## src/rtl/vga_char_feeder_if.sv

```systemverilog
// Character/clear strobe bus between the character feeder and the 40x24 vga block.
// The feeder drives every signal (master); the vga block only observes (slave).
interface vga_char_feeder_if;
    logic       vga_address;
    logic       vga_enable;
    logic       vga_w_en;
    logic [7:0] vga_din;
    logic       vga_clr_screen;

    modport master (output vga_address, vga_enable, vga_w_en, vga_din, vga_clr_screen);
    modport slave  (input  vga_address, vga_enable, vga_w_en, vga_din, vga_clr_screen);
endinterface

```

## src/rtl/vga_char_feeder.sv

```systemverilog
// Buffers CPU display-register writes in a small FIFO and replays them to the vga block
// as paced enable/w_en strobes: strobes high with address 0, then both low with address
// still 0, then address back to 1 before the next character. Also sequences a
// full-frame clear-screen pulse that flushes any queued characters.
module vga_char_feeder #(
    parameter int DEPTH_LOG2  = 4,
    parameter int HOLD_CYCLES = 2,
    parameter int GAP_CYCLES  = 2,
    parameter int CLR_CYCLES  = 416800
) (
    input  logic                  clk25,
    input  logic                  rst_n,
    input  logic                  cpu_wr,
    input  logic [7:0]            cpu_din,
    input  logic                  cpu_clr,
    output logic                  busy,
    output logic                  overflow,
    output logic [DEPTH_LOG2:0]   fifo_level,
    vga_char_feeder_if.master     vga
);

    localparam int DEPTH  = 1 << DEPTH_LOG2;
    localparam int CLR_W  = $clog2(CLR_CYCLES + 1);
    localparam int PH_MAX = (HOLD_CYCLES > GAP_CYCLES) ? HOLD_CYCLES : GAP_CYCLES;
    localparam int PH_W   = $clog2(PH_MAX + 1);
    localparam logic [DEPTH_LOG2:0] FULL_LEVEL = (DEPTH_LOG2 + 1)'(DEPTH);

    typedef enum logic [1:0] {IDLE, STROBE, GAP, CLEAR} state_t;

    state_t                 state;
    logic [PH_W-1:0]        ph_cnt;
    logic [CLR_W-1:0]       clr_cnt;
    logic [7:0]             mem [DEPTH];
    logic [DEPTH_LOG2-1:0]  wr_ptr;
    logic [DEPTH_LOG2-1:0]  rd_ptr;
    logic [DEPTH_LOG2:0]    level_next;
    logic                   full;
    logic                   empty;
    logic                   push;
    logic                   pop;
    logic                   clear_next;

    // A clear request overrides both FIFO ports, so a byte written alongside it is lost.
    assign full       = (fifo_level == FULL_LEVEL);
    assign empty      = (fifo_level == '0);
    assign push       = cpu_wr && !full && !cpu_clr;
    assign pop        = (state == IDLE) && !empty && !cpu_clr;
    assign clear_next = cpu_clr || ((state == CLEAR) && (clr_cnt != CLR_W'(1)));

    // Next FIFO occupancy; a simultaneous push and pop leaves it unchanged.
    always_comb begin
        // NOTE: default first so every path assigns level_next and no latch is inferred.
        level_next = fifo_level;
        if (cpu_clr)
            level_next = '0;
        else if (push && !pop)
            level_next = fifo_level + (DEPTH_LOG2 + 1)'(1);
        else if (pop && !push)
            level_next = fifo_level - (DEPTH_LOG2 + 1)'(1);
    end

    // Character storage; contents are only meaningful between the pointers.
    // NOTE: the array has no reset -- the pointers and level define validity, and a
    // resettable array would turn cheap RAM into a bank of flops.
    always_ff @(posedge clk25) begin
        if (push)
            mem[wr_ptr] <= cpu_din;
    end

    // FIFO pointers, occupancy, sticky overflow and the registered busy flag.
    always_ff @(posedge clk25 or negedge rst_n) begin
        // NOTE: non-blocking assignments so every flop samples pre-edge values.
        if (!rst_n) begin
            wr_ptr     <= '0;
            rd_ptr     <= '0;
            fifo_level <= '0;
            overflow   <= 1'b0;
            busy       <= 1'b0;
        end else begin
            if (cpu_clr) begin
                wr_ptr   <= '0;
                rd_ptr   <= '0;
                overflow <= 1'b0;
            end else begin
                if (push)
                    wr_ptr <= wr_ptr + DEPTH_LOG2'(1);
                if (pop)
                    rd_ptr <= rd_ptr + DEPTH_LOG2'(1);
                if (cpu_wr && full)
                    overflow <= 1'b1;
            end
            fifo_level <= level_next;
            busy       <= (level_next == FULL_LEVEL) || clear_next;
        end
    end

    // Strobe/clear sequencer with outputs registered alongside the state.
    always_ff @(posedge clk25 or negedge rst_n) begin
        if (!rst_n) begin
            state              <= IDLE;
            ph_cnt             <= '0;
            clr_cnt            <= '0;
            vga.vga_address    <= 1'b1;
            vga.vga_enable     <= 1'b0;
            vga.vga_w_en       <= 1'b0;
            vga.vga_din        <= 8'h00;
            vga.vga_clr_screen <= 1'b0;
        end else if (cpu_clr) begin
            // Any strobe in flight is abandoned; a clear during CLEAR restarts the count.
            state              <= CLEAR;
            clr_cnt            <= CLR_W'(CLR_CYCLES);
            ph_cnt             <= '0;
            vga.vga_address    <= 1'b1;
            vga.vga_enable     <= 1'b0;
            vga.vga_w_en       <= 1'b0;
            vga.vga_clr_screen <= 1'b1;
        end else begin
            case (state)
                IDLE: begin
                    if (!empty) begin
                        state           <= STROBE;
                        ph_cnt          <= PH_W'(HOLD_CYCLES);
                        vga.vga_din     <= mem[rd_ptr];
                        vga.vga_address <= 1'b0;
                        vga.vga_enable  <= 1'b1;
                        vga.vga_w_en    <= 1'b1;
                    end
                end
                STROBE: begin
                    if (ph_cnt == PH_W'(1)) begin
                        state          <= GAP;
                        ph_cnt         <= PH_W'(GAP_CYCLES);
                        vga.vga_enable <= 1'b0;
                        vga.vga_w_en   <= 1'b0;
                    end else begin
                        ph_cnt <= ph_cnt - PH_W'(1);
                    end
                end
                GAP: begin
                    if (ph_cnt == PH_W'(1)) begin
                        state           <= IDLE;
                        vga.vga_address <= 1'b1;
                    end else begin
                        ph_cnt <= ph_cnt - PH_W'(1);
                    end
                end
                CLEAR: begin
                    if (clr_cnt == CLR_W'(1)) begin
                        state              <= IDLE;
                        vga.vga_clr_screen <= 1'b0;
                    end else begin
                        clr_cnt <= clr_cnt - CLR_W'(1);
                    end
                end
            endcase
        end
    end

endmodule

```

## src/flat_wrapper.sv

```systemverilog
// flat-port wrapper written by rule: the top's interface ports become plain ports
module vga_char_feeder_flat 
#(
    parameter int DEPTH_LOG2  = 4,
    parameter int HOLD_CYCLES = 2,
    parameter int GAP_CYCLES  = 2,
    parameter int CLR_CYCLES  = 416800
)
  (clk25, rst_n, cpu_wr, cpu_din, cpu_clr, busy, overflow, fifo_level, vga_vga_address, vga_vga_enable, vga_vga_w_en, vga_vga_din, vga_vga_clr_screen);
  vga_char_feeder_if vga_i ();
  input  logic clk25;
  input  logic rst_n;
  input  logic cpu_wr;
  input  logic [7:0] cpu_din;
  input  logic cpu_clr;
  output logic busy;
  output logic overflow;
  output logic [DEPTH_LOG2:0] fifo_level;
  output wire logic [$bits(vga_i.vga_address)-1:0] vga_vga_address;
  output wire logic [$bits(vga_i.vga_enable)-1:0] vga_vga_enable;
  output wire logic [$bits(vga_i.vga_w_en)-1:0] vga_vga_w_en;
  output wire logic [$bits(vga_i.vga_din)-1:0] vga_vga_din;
  output wire logic [$bits(vga_i.vga_clr_screen)-1:0] vga_vga_clr_screen;
  assign vga_vga_address = vga_i.vga_address;
  assign vga_vga_enable = vga_i.vga_enable;
  assign vga_vga_w_en = vga_i.vga_w_en;
  assign vga_vga_din = vga_i.vga_din;
  assign vga_vga_clr_screen = vga_i.vga_clr_screen;
  vga_char_feeder #(.DEPTH_LOG2(DEPTH_LOG2), .HOLD_CYCLES(HOLD_CYCLES), .GAP_CYCLES(GAP_CYCLES), .CLR_CYCLES(CLR_CYCLES)) u_core (.clk25(clk25), .rst_n(rst_n), .cpu_wr(cpu_wr), .cpu_din(cpu_din), .cpu_clr(cpu_clr), .busy(busy), .overflow(overflow), .fifo_level(fifo_level), .vga(vga_i));
endmodule
```

## config.mk

```make
export PLATFORM = sky130hd
export DESIGN_NAME = vga_char_feeder_flat
export DESIGN_NICKNAME = d
export VERILOG_FILES = /design/src/rtl/vga_char_feeder_if.sv /design/src/rtl/vga_char_feeder.sv /design/src/flat_wrapper.sv
export SDC_FILE = /design/constraint.sdc
export NUM_CORES = 1
export LEC_CHECK = 0
export BUFFER_PORTS_ARGS = -buffer_cell sky130_fd_sc_hd__buf_2
export CAP_MARGIN = 25
export CORE_ASPECT_RATIO = 0.5
export CORE_MARGIN = 1
export CORE_UTILIZATION = 45
export CTS_BUF_LIST = sky130_fd_sc_hd__clkbuf_2 sky130_fd_sc_hd__clkbuf_4 sky130_fd_sc_hd__clkbuf_8
export CTS_CLUSTER_SIZE = 12
export DETAILED_ROUTE_END_ITERATION = 10
export SLEW_MARGIN = 10
export SYNTH_ARGS = -nofsm -noshare
export SYNTH_HDL_FRONTEND = slang
export SYNTH_SLANG_ARGS = --single-unit
```

## constraint.sdc

```tcl
create_clock -name clk25 -period 5 [get_ports clk25]
set_clock_uncertainty 0.2 [all_clocks]
set_input_delay 0.25 -clock clk25 [delete_from_list [all_inputs] [get_ports clk25]]
set_output_delay 0.25 -clock clk25 [all_outputs]
set_load 0.01 [all_outputs]
```

==> metrics.cfg <==
[run_status]
status = complete, no violations

[cts]
cts_sinks = 177
clk_pin_slew_ps = 100
ctsLongestPathBuffers = 2
htreeDepth = 4
post_cts_resized = 0
cts_hold_buf = 10
cts_tree = yes
clk_latency_ps = 470
cts_buffers = 17
root_buffer = clkbuf_8
post_cts_buffers = 0

[sta]
worstMarginPinSlew_ps = 978
setup_viol = 0
finalSetupTns_ps = 0
period_share_pct = 57.8
final_hold_viol_count = 0
post-route-min-period_ps = 2890
max_clock_freq_mhz = 346
drv_slew = 0
relSlewSlack_pct = 34.6
rsz0062_at_grt = no

[worst_setup_path]
r2r_end = u_core.vga.vga_din[5]
crit_required_ps = 5160
worstRegToRegCells = 4
rrSetupSlack_ps = 2110
path_class = reg2reg
r2r_start = u_core.rd_ptr[0]
critical_path_arrival_ps = 3050
cp_max_fo = 28
start_kind = flop
crit_path_end_kind = flop

[grt]
antenna_found_initial = 0
grtUsageMet2_pct = 28.3
grtUsageMet3_pct = 4.28
first_global_vias = 3968
grt_start_max_net_pins = 50
busiest_layer = met1
grt_util_met1_pct = 29.8
grt_pass1_wl_mm = 24.1
grt.overflow.total = 0
grt_use_total_pct = 19.8

[flow_run]
maxCapViolCount = 0

[floorplan]
start_util_pct = 46.1
fp.dieW_um = 185
fp.dieH_um = 93.5
fp-row-count = 33
io_pins = 31
die-area_um2 = 17300
core_um2 = 16400

[yosys]
syn_inst = 466
ys_seq_area_share_pct = 67.3
synth_edf_count = 128
ys_ff_latch = 177
ys_types = 50
syn_area_um2 = 7530
postSynthAreaPerCell_um2 = 16.2
ys.flop_type = edfxtp_1
synthArstFlopShare_pct = 27.7
yosys_warnings = 0
synth_nets = 494

[worst_hold_path]
hp-class = in2reg
whs_endpoint = u_core.clr_cnt[6]
hold_depth = 2
min_from = cpu_clr

[placement]
dpl-instance-area_um2 = 8000
dpl.hpwl_mm = 9.59
gp_congestion = 0.773
io_buffer_count = 30

[layout]
final_common_cell = edfxtp_1
final_cell_mix = edfxtp_1, nor2_1, dfrtp_1
fillers = 1337
area_growth_pct = 13.1
num_antenna_cells = 0
design_area_um2 = 8520
layout-drive-gt1-share_pct = 25.2
layout.nets = 547

[drt]
drt-vias-per-instance = 5.40
wl_per_cell_um = 20.7
dr.pass1.iters = 4
drt-initial-drc-count = 467
drc = 0
vias = 4099
routed_wl_mm = 15.7
drtAntennaViolNets = 0

[power]
ir_drop_mv = 0.173
power_density_nw_per_um2 = 388
leakagePower_nw = 2.98

## cell families after synthesis
group,Yosys count,share of synthesized area (%)
buffers and inverters,35,2.04
and+or+nand+nor,132,8.95
DFF,177,67.3
muxes,49,13.3
adders and majority gates,17,2.79
xor gates and xnor gates,27,3.32
AOI/OAI and AO/OA,29,2.31
## cells in the mapped netlist, types with 2 or more instances
cell      count  area, µm²
edfxtp_1    128       3840
nor2_1       52        195
dfrtp_1      48       1200
mux4_2       40        901
nand2_1      19       71.3
ha_1         16        200
xor2_1       14        123
a21oi_1      13       65.1
inv_1        13       48.8
nand2b_1     12       75.1
nor3_1       12       60.1
xnor2_1      12        105
clkbuf_1     11       41.3
mux2_2        8       90.1
nor4_1        7       43.8
buf_2         6       30.0
nand3_1       6       30.0
o21ai_0       5       25.0
nand3b_1      4       30.0
nand4_1       3       18.8
nor2b_1       3       18.8
a211oi_1      2       15.0
and4b_1       2       20.0
buf_1         2       7.51
buf_4         2       15.0
or3_1         2       12.5
## area by class of cell
cell class	count	area (µm²)	share of cell area (%)
Timing Repair Buffer	56	398	4.67
Sequential cell	177	5070	59.5
Clock buffer	17	234	2.75
Tap cell	227	284	3.33
Inverter	13	48.8	0.573
Multi-Input combinational cell	254	2310	27.1
Clock inverter	15	175	2.06
## worst max path at each step
stage,cells after the start,end,slack (ps),from
after floorplan,7,u_core.mem[0][0],2580,u_core.fifo_level[0]
after global placement,4,u_core.vga.vga_din[5],2050,u_core.rd_ptr[0]
after detailed placement,4,u_core.vga.vga_din[5],2040,u_core.rd_ptr[0]
after CTS,4,u_core.vga.vga_din[5],2030,u_core.rd_ptr[0]
after global routing,4,u_core.vga.vga_din[5],1920,u_core.rd_ptr[0]
final,4,u_core.vga.vga_din[5],2110,u_core.rd_ptr[0]
## worst max-delay path, cell delays in order, from the launching register on
cell     delay (ps)
dfrtp_2         980
buf_4           340
mux4_2          520
mux4_2          460
mux2_2          270
## sequential cells by signal, summed over array words and instances, names as in the netlist
register and count:
u_core.vga.vga_address 1, u_core.wr_ptr 4, u_core.vga.vga_clr_screen 1, u_core.vga.vga_w_en 1, u_core.overflow 1, u_core.clr_cnt 19
u_core.mem 128, u_core.state 2, u_core.rd_ptr 4, u_core.vga.vga_din 8, u_core.busy 1, u_core.ph_cnt 2
u_core.fifo_level 5
## report_power, final
group          internal (mW)  switching [mW]
Clock                  0.388           0.618
Sequential              1.67          0.0919
Combinational          0.243           0.297
## per-layer routing
| metal | wire, µm | up-vias |
|---|---|---|
| li1 | - | 1859 |
| met2 | 6850 | 104 |
| met3 | 720 | 21 |
| met1 | 7850 | 2115 |
| met5 | 0 | - |
| met4 | 264 | 0 |
## through the flow
stage | setup WS [ps] | total power [mW] | hold WS, ps | util [%] | std cells
floorplan | 2580 | 2.17 | -246 | - | 466
global placement | 2050 | 2.33 | 225 | 48.6 | 712
detailed placement | 2040 | 2.33 | 229 | 48.9 | 715
CTS | 2030 | 3.34 | 148 | 52.0 | 757
global route | 1920 | 3.48 | 177 | 52.1 | 759
finish | 2110 | 3.31 | 150 | 52.1 | 759
Power figures use the tool's default switching activity.
